## config.mk

```make
export PLATFORM = sky130hd
export DESIGN_NAME = wb_copy_sequencer
export DESIGN_NICKNAME = d
export VERILOG_FILES = /design/src/rtl/wb_copy_sequencer.sv
export SDC_FILE = /design/constraint.sdc
export NUM_CORES = 1
export LEC_CHECK = 0
export ABC_AREA = 1
export CORE_UTILIZATION = 50
export CTS_CLUSTER_SIZE = 16
export DETAILED_ROUTE_END_ITERATION = 8
export DONT_BUFFER_PORTS = 1
export PLACE_DENSITY = 0.68
export SLEW_MARGIN = 20
export SYNTH_ARGS = -nofsm -noshare
export SYNTH_HDL_FRONTEND = slang
export SYNTH_SLANG_ARGS = --single-unit
```

## constraint.sdc

```tcl
create_clock -name wb_clk -period 5.16 [get_ports wb_clk]
set_input_delay 0.516 -clock wb_clk [delete_from_list [all_inputs] [get_ports wb_clk]]
set_output_delay 0.516 -clock wb_clk [all_outputs]
set_load 0.05 [all_outputs]
```

## src/rtl/wb_copy_sequencer.sv

```systemverilog
// Word-copy engine feeding a Wishbone master request port: one read then one
// write per word, a single outstanding transfer, with busy/done/error/progress status.
module wb_copy_sequencer #(
  parameter int dw = 32,
  parameter int aw = 32,
  parameter int lw = 16
) (
  input  logic          wb_clk,
  input  logic          wb_rst,
  input  logic          cfg_start,
  input  logic [aw-1:0] cfg_src,
  input  logic [aw-1:0] cfg_dst,
  input  logic [lw-1:0] cfg_len,
  output logic          busy,
  output logic          done,
  output logic          error,
  output logic [lw-1:0] words_done,
  output logic          start,
  output logic [aw-1:0] address,
  output logic [3:0]    selection,
  output logic          write,
  output logic [dw-1:0] data_wr,
  input  logic [dw-1:0] data_rd,
  input  logic          xfer_done,
  input  logic          xfer_err
);

  localparam logic [aw-1:0] stride = aw'(dw / 8);

  typedef enum logic [2:0] {
    IDLE    = 3'd0,
    RD_REQ  = 3'd1,
    RD_WAIT = 3'd2,
    WR_REQ  = 3'd3,
    WR_WAIT = 3'd4,
    FIN     = 3'd5
  } state_t;

  state_t        state_r, state_s;
  logic [aw-1:0] src_r, src_s;
  logic [aw-1:0] dst_r, dst_s;
  logic [lw-1:0] rem_r, rem_s;
  logic          busy_r, busy_s;
  logic          done_r, done_s;
  logic          error_r, error_s;
  logic [lw-1:0] words_r, words_s;
  logic          start_r, start_s;
  logic [aw-1:0] addr_r, addr_s;
  logic          write_r, write_s;
  logic [dw-1:0] data_r, data_s;

  assign busy       = busy_r;
  assign done       = done_r;
  assign error      = error_r;
  assign words_done = words_r;
  assign start      = start_r;
  assign address    = addr_r;
  assign selection  = 4'hF;
  assign write      = write_r;
  assign data_wr    = data_r;

  // Next-state and next-register values; pulses default low every cycle.
  always_comb begin
    state_s = state_r;
    src_s   = src_r;
    dst_s   = dst_r;
    rem_s   = rem_r;
    busy_s  = busy_r;
    done_s  = 1'b0;
    error_s = error_r;
    words_s = words_r;
    start_s = 1'b0;
    addr_s  = addr_r;
    write_s = write_r;
    data_s  = data_r;
    case (state_r)
      IDLE: begin
        if (cfg_start) begin
          src_s   = cfg_src;
          dst_s   = cfg_dst;
          rem_s   = cfg_len;
          busy_s  = 1'b1;
          error_s = 1'b0;
          words_s = {lw{1'b0}};
          if (cfg_len == {lw{1'b0}}) begin
            state_s = FIN;
          end else begin
            state_s = RD_REQ;
          end
        end else begin
          state_s = IDLE;
        end
      end
      RD_REQ: begin
        start_s = 1'b1;
        write_s = 1'b0;
        addr_s  = src_r;
        state_s = RD_WAIT;
      end
      RD_WAIT: begin
        // An error response takes priority over a simultaneous ack.
        if (xfer_err) begin
          error_s = 1'b1;
          state_s = FIN;
        end else if (xfer_done) begin
          data_s  = data_rd;
          state_s = WR_REQ;
        end else begin
          state_s = RD_WAIT;
        end
      end
      WR_REQ: begin
        start_s = 1'b1;
        write_s = 1'b1;
        addr_s  = dst_r;
        state_s = WR_WAIT;
      end
      WR_WAIT: begin
        if (xfer_err) begin
          error_s = 1'b1;
          state_s = FIN;
        end else if (xfer_done) begin
          words_s = words_r + lw'(1);
          src_s   = src_r + stride;
          dst_s   = dst_r + stride;
          rem_s   = rem_r - lw'(1);
          if (rem_r == lw'(1)) begin
            state_s = FIN;
          end else begin
            state_s = RD_REQ;
          end
        end else begin
          state_s = WR_WAIT;
        end
      end
      FIN: begin
        done_s  = 1'b1;
        busy_s  = 1'b0;
        state_s = IDLE;
      end
      default: begin
        busy_s  = 1'b0;
        state_s = IDLE;
      end
    endcase
  end

  // State register.
  always_ff @(posedge wb_clk or posedge wb_rst) begin
    if (wb_rst) begin
      state_r <= IDLE;
    end else begin
      state_r <= state_s;
    end
  end

  // Job registers and registered outputs; reset abandons any in-flight transfer.
  always_ff @(posedge wb_clk or posedge wb_rst) begin
    if (wb_rst) begin
      src_r   <= {aw{1'b0}};
      dst_r   <= {aw{1'b0}};
      rem_r   <= {lw{1'b0}};
      busy_r  <= 1'b0;
      done_r  <= 1'b0;
      error_r <= 1'b0;
      words_r <= {lw{1'b0}};
      start_r <= 1'b0;
      addr_r  <= {aw{1'b0}};
      write_r <= 1'b0;
      data_r  <= {dw{1'b0}};
    end else begin
      src_r   <= src_s;
      dst_r   <= dst_s;
      rem_r   <= rem_s;
      busy_r  <= busy_s;
      done_r  <= done_s;
      error_r <= error_s;
      words_r <= words_s;
      start_r <= start_s;
      addr_r  <= addr_s;
      write_r <= write_s;
      data_r  <= data_s;
    end
  end

endmodule

```

==> results.sh, run 1 <==
export IMPL_final_layout_worst_hold_slack_ns=0.133
export IMPL_finish_instance_area_um2=10300
export IMPL_hold_path_class="input pin to async pin"
export IMPL_dr_total_vias=8741
export IMPL_vdd_drop_max_mv=0.364
export IMPL_route_antenna_remaining_nets=0
export IMPL_drt_drc_violations_left=1
export IMPL_multiInputGateArea_um2=4620
export IMPL_cts_tree="built"
export IMPL_report_final_hold_viol_count=0
export IMPL_cts_made_buffers=17
export IMPL_placedCellCount=1514
export IMPL_clk_pin_slew_worst_paths_ns=0.07
export IMPL_achievable_frequency_mhz=430
export IMPL_dominant_cells_by_area_after_synthesis="dfrtp_1 44%, nand2_1 17%, nor2_1 7.1%"
export IMPL_finalClockSkew_ns=0.00892
export IMPL_ys_seq_area_share_pct=44.1
export IMPL_max_clock_path_buffers=2
export IMPL_reg2reg_from="state_r[0]"
export IMPL_final_util_pct=55.0
export IMPL_area_growth_synth_to_final_pct=8.06
export IMPL_leakage_uw=0.00482
export IMPL_site_row_count=50
export IMPL_finalWorstPathRequiredPeriod_ns=2.33
export IMPL_timing_reg2reg_setup_slack_ns=2.83
export IMPL_ctsHoldBuffers=0
export IMPL_dieArea_um2=19600
export IMPL_wl_per_cell_um=17.5
export IMPL_grt_ovfl_total=0
export IMPL_number_of_synthesized_flops_with_an_enable_pin=0
export IMPL_grt_first_pass_wirelength_um=42900
export IMPL_initialDrtViolationCount=592
export IMPL_period_share_pct=45.1
export IMPL_syn_mean_instance_area_um2=7.23
export IMPL_dominantRegCellSynth="dfrtp_1"
export IMPL_synthesis_yosys_warnings=0
export IMPL_critPathMaxFanout=33
export IMPL_critical_path_arrival_ns=2.67
export IMPL_async_reset_ff_share_pct=100
export IMPL_cellPowerDensity_nw_per_um2=686
export IMPL_netlist_area_leader_share_pct=44.1
export IMPL_crit_path_end_kind="flop"
export IMPL_layoutNonFillerInstCount=1548
export IMPL_start_util_pct=50.9
export IMPL_slew_limit_headroom_pct=26.0
export IMPL_worst_setup_path_start_kind="flop"
export IMPL_post_cts_resized_instances=0
export IMPL_timing_reg2reg_worst_path_depth=7
export IMPL_dp_hpwl_um=19200
export IMPL_synth_distinct_cells=34
export IMPL_final_layout_size_suffix_gt1_share_pct=6.71
export IMPL_horizontal_extent_of_the_die_um=140
export IMPL_finalSetupTns_ns=0
export IMPL_synth_largest_area_cell="dfrtp_1"
export IMPL_max_cap_violations=0
export IMPL_clk_root_buffer_cell="clkbuf_16"
export IMPL_grt_max_degree=111
export IMPL_highest_count_cells_in_the_layout_ignoring_fill_and_taps="434 x nand2_1, 180 x nor2_1, 168 x dfrtp_1, 119 x inv_1, 104 x nand3_1"
export IMPL_final_wirelength_um=27100
export IMPL_pre_antenna_drt_iters=9
export IMPL_global_route_usage_total_pct=28.0
export IMPL_run_status="finished with violations"
export IMPL_regArea_um2=4200
export IMPL_finalSetupViolations=0
export IMPL_post_place_instance_area_um2=9670
export IMPL_critPathRequiredTime_ns=5.51
export IMPL_die_height_um=140
export IMPL_netlist_instances=1317
export IMPL_clk_insertion_delay_late_ns=0.43
export IMPL_grt_antenna_before_repair=5
export IMPL_post_cts_buffers=0
export IMPL_synthesis_area_um2=9530
export IMPL_failed_checks="DRC"
export IMPL_clkSinkCount=168
export IMPL_design_final_nets=1421
export IMPL_crit_type="flop to flop"
export IMPL_layout_filler_cells=1800
export IMPL_number_of_global_route_vias_before_repair=8314
export IMPL_timing_max_transition_violations_final=0
export IMPL_boundaryPins=206
export IMPL_globalplace_congestion=0.918
export IMPL_area_inside_the_core_boundary_um2=18700
export IMPL_clock_tree_htree_level_count=4
export IMPL_layout_commonest_cell="nand2_1"
export IMPL_regToRegEndpoint="dst_r[4]"
export IMPL_grt_setup_unrepaired="false"
export IMPL_avgViaCountPerCell=5.65
export IMPL_port_buffer_count=0
export IMPL_synth_seq_cells=168
export IMPL_max_slew_worst_pin_slew_ns=1.11
stage by stage:
stage	total power, uW	worst slack [ns]
6_report	7070	2.83
5_1_grt	7530	2.62
4_1_cts	7070	2.84
3_5_place_dp	5700	2.85
3_3_place_gp	5630	2.97
2_1_floorplan	5040	0.0973
cells by family (layout without fill, tap and decap cells):
group	count (synthesis)	in the layout	share of synthesized area, %
xor gates and xnor gates	6	6	0.552
AOI/OAI and AO/OA	158	158	10.3
adders and majority gates	5	5	0.657
DFF	168	168	44.1
buffers and inverters	176	167	7.47
muxes	32	32	3.78
other	1	7	0.0394
and+or+nand+nor	771	771	33.1
cell usage after synthesis, drive strengths merged (4+ instances only):
library cell / instances
mux2: 32
nand2: 435
nand4: 25
clkbuf: 21
a22oi: 10
ha: 5
nor2: 184
o221ai: 29
o21bai: 5
dfrtp: 168
inv: 126
o21ai: 60
or2: 4
nand3: 105
o22ai: 11
a21oi: 33
o211ai: 6
nor3: 15
xor2: 6
buf: 29
registers in the layout (all words and copies together) (netlist names):
name,flops
address,32
data_wr,32
dst_r,32
src_r,32
rem_r,16
words_done,16
state_r,3
busy,1
done,1
error,1
start,1
write,1
layer usage:
metal | GRT usage [%] | wire [um]
met5 | 0 | 23
met4 | 12.3 | 911
met3 | 7.86 | 2350
met2 | 44.8 | 12200
met1 | 35.6 | 11500
power by group:
part | total (uW) | switching, uW | internal, uW
Combinational | 2350 | 1580 | 777
Clock | 1360 | 542 | 819
Sequential | 3350 | 1470 | 1880
Total | 7070 | 3590 | 3480
worst max path at each step:
stage               slack, ns     endpoint        from
detailed placement       2.85     dst_r[4]  state_r[0]
CTS                      2.84     dst_r[4]  state_r[0]
finish                   2.83     dst_r[4]  state_r[0]
global route             2.62    src_r[11]  state_r[0]
global placement         2.97  address[31]  state_r[2]
floorplan                 0.1   address[0]      wb_rst
worst max-delay path: stages, from the launching register on:
cell and delay (ns):
dfrtp_1 0.45, nor2_4 0.18, nand2_1 0.09, inv_2 0.07, nand3_2 0.53, buf_4 0.50
o21ai_0 0.21, nor3b_1 0.20
layout make-up:
| cell class | count | share of cell area (%) |
|---|---|---|
| clock inverters | 13 | 1.71 |
| well taps | 234 | 2.84 |
| multi-input cells | 976 | 44.9 |
| clock buffers | 18 | 4.27 |
| flip-flops and latches | 168 | 40.8 |
| diodes | 3 | 0.0729 |
| inverters | 126 | 4.64 |
| repair buffers | 10 | 0.729 |
No activity file was read; power rests on OpenSTA's default activity.
==> run 2, diff against run 1 <==
PLACE_DENSITY = default   (was 0.68)
clock period = 2.2 ns   (was 5.16 ns; I/O delays follow)
==> results.sh, run 2 (synthesis results as in run 1) <==
export IMPL_run_status="finished, final reports clean"
export IMPL_grt_antenna_before_repair=2
export IMPL_clk_root_buffer_cell="clkbuf_16"
export IMPL_slew_limit_headroom_pct=47.8
export IMPL_finalSetupViolations=0
export IMPL_clkPwrFrac_pct=18.5
export IMPL_dp_hpwl_um=19900
export IMPL_critical_path_arrival_ns=2.27
export IMPL_final_wirelength_um=28200
export IMPL_finalWorstPathRequiredPeriod_ns=1.95
export IMPL_final_layout_size_suffix_gt1_share_pct=8.19
export IMPL_horizontal_extent_of_the_die_um=140
export IMPL_power_sequential_fraction_pct=45.8
export IMPL_gr_max_usage_layer="met2"
export IMPL_critical_path_max_stage_delay_ns=0.57
export IMPL_worst_path_buf_inv=2
export IMPL_holdCritStartpoint="cfg_src[21]"
export IMPL_timing_reg2reg_setup_slack_ns=0.25
export IMPL_route_antenna_remaining_nets=0
export IMPL_regToRegEndpoint="address[30]"
export IMPL_use_met2_pct=49.7
export IMPL_timing_max_transition_violations_final=0
export IMPL_global_route_usage_total_pct=30.0
export IMPL_boundaryPins=206
export IMPL_clkSinkCount=168
export IMPL_netSwitchingFraction_pct=51.1
export IMPL_die_height_um=140
export IMPL_switching_component_of_the_power_uw=8660
export IMPL_crit_path_end_kind="flop"
export IMPL_initialDrtViolationCount=569
export IMPL_port_buffer_count=0
export IMPL_dieArea_um2=19600
export IMPL_grt_ovfl_total=0
export IMPL_leakage_uw=0.00529
export IMPL_power_internal_uw=8280
export IMPL_combinationalPowerShare_pct=35.7
export IMPL_clk_pin_slew_worst_paths_ns=0.07
export IMPL_layout_commonest_cell="nand2_1"
export IMPL_pre_antenna_drt_iters=6
export IMPL_layoutNonFillerInstCount=1651
export IMPL_critPathMaxFanout=31
export IMPL_reg2reg_from="state_r[2]"
export IMPL_post_place_instance_area_um2=9950
export IMPL_critPathRequiredTime_ns=2.53
export IMPL_report_final_hold_viol_count=0
export IMPL_avgViaCountPerCell=5.49
export IMPL_cts_tree="built"
export IMPL_number_of_global_route_vias_before_repair=8956
export IMPL_clk_insertion_delay_late_ns=0.44
export IMPL_max_slew_worst_pin_slew_ns=0.781
export IMPL_cts_made_buffers=17
export IMPL_design_final_nets=1525
export IMPL_highest_count_cells_in_the_layout_ignoring_fill_and_taps="434 x nand2_1, 179 x nor2_1, 168 x dfrtp_1, 118 x inv_1, 104 x nand3_1"
export IMPL_grt_setup_unrepaired="false"
export IMPL_crit_chain="inv_2, nand2_1, nor2_1, clkinvlp_4, o221ai_1"
export IMPL_dr_total_vias=9065
export IMPL_hold_path_endpoint="src_r[21]"
export IMPL_final_layout_worst_hold_slack_ns=0.00267
export IMPL_finish_instance_area_um2=11300
export IMPL_grt_max_degree=104
export IMPL_max_cap_violations=0
export IMPL_achievable_frequency_mhz=514
export IMPL_worst_setup_path_start_kind="flop"
export IMPL_grt_util_met3_pct=6.87
export IMPL_area_inside_the_core_boundary_um2=18700
export IMPL_cellPowerDensity_nw_per_um2=1490
export IMPL_holdPathStages=4
export IMPL_area_growth_synth_to_final_pct=19.1
export IMPL_globalplace_congestion=0.895
export IMPL_hold_path_class="input pin to flop"
export IMPL_max_clock_path_buffers=2
export IMPL_wl_per_cell_um=17.1
export IMPL_drt_drc_violations_left=0
export IMPL_crit_type="flop to flop"
export IMPL_grt_util_met1_pct=39.4
export IMPL_cpLargestDelayFamily="buffers and inverters"
export IMPL_grt_first_pass_wirelength_um=46200
export IMPL_finalClockSkew_ns=0.0110
export IMPL_start_util_pct=50.9
export IMPL_timing_critical_path_slowest_stage_cell="clkinvlp_4"
export IMPL_post_cts_buffers=0
export IMPL_vdd_drop_max_mv=0.754
export IMPL_timing_reg2reg_worst_path_depth=5
export IMPL_period_share_pct=88.4
export IMPL_site_row_count=50
export IMPL_placedCellCount=1539
export IMPL_clock_tree_htree_level_count=4
## run 2: layout make-up
class,instances,area (um2)
Fill cell,1777,7360
Multi-Input combinational cell,976,4630
Sequential cell,168,4200
Timing Repair Buffer,114,1140
Inverter,126,480
Clock buffer,17,425
Tap cell,234,293
Clock inverter,15,176
Antenna cell,1,2.50
## run 2: worst max-delay path by stage
stage,cells after the start,slack [ns],start,endpoint
floorplan,1,-0.16,wb_rst,address[0]
global placement,8,0.29,src_r[3],src_r[24]
detailed placement,8,0.22,src_r[3],src_r[24]
CTS,8,0.20,src_r[3],src_r[24]
global route,5,0.04,state_r[2],address[30]
finish,5,0.25,state_r[2],address[30]
## run 2: power groups by stage
| stage | Clock [uW] | Sequential, uW | Combinational, uW |
|---|---|---|---|
| 2_1_floorplan | 0 | 7470 | 4350 |
| 3_3_place_gp | 0 | 7790 | 5800 |
| 3_5_place_dp | 0 | 7800 | 5890 |
| 4_1_cts | 3180 | 7750 | 6030 |
| 5_1_grt | 3320 | 7940 | 6810 |
| 6_report | 3140 | 7760 | 6040 |
## run 2: worst register-to-register path, cell delays in order (launching register included)
cell and delay [ns]:
dfrtp_1 0.41, inv_2 0.14, nand2_1 0.09, nor2_1 0.23
clkinvlp_4 0.57, o221ai_1 0.41
## run 2: what timing repair did
item	in CTS	in global routing
gates resized for setup	0	2
hold endpoints to repair	246	0
hold buffers	79	0
setup endpoints to repair	0	31
## run 2: metal layers
metal | vias up | routed length (um) | part of all wire [%]
met5 | - | 10 | 0.035
met4 | 2 | 490 | 1.7
met3 | 30 | 1760 | 6.2
met2 | 278 | 13300 | 47
met1 | 4293 | 12700 | 45
li1 | 4462 | - | -
## run 2: metrics by stage
| stage | power, uW | setup WS [ns] | TNS, ns | utilization, % |
|---|---|---|---|---|
| 2_1_floorplan | 11800 | -0.161 | -27.00 | - |
| 3_3_place_gp | 13600 | 0.292 | 0 | 53.2 |
| 3_5_place_dp | 13700 | 0.223 | 0 | 53.2 |
| 4_1_cts | 17000 | 0.200 | 0 | 60.6 |
| 5_1_grt | 18100 | 0.0435 | 0 | 60.7 |
| 6_report | 16900 | 0.254 | 0 | 60.7 |
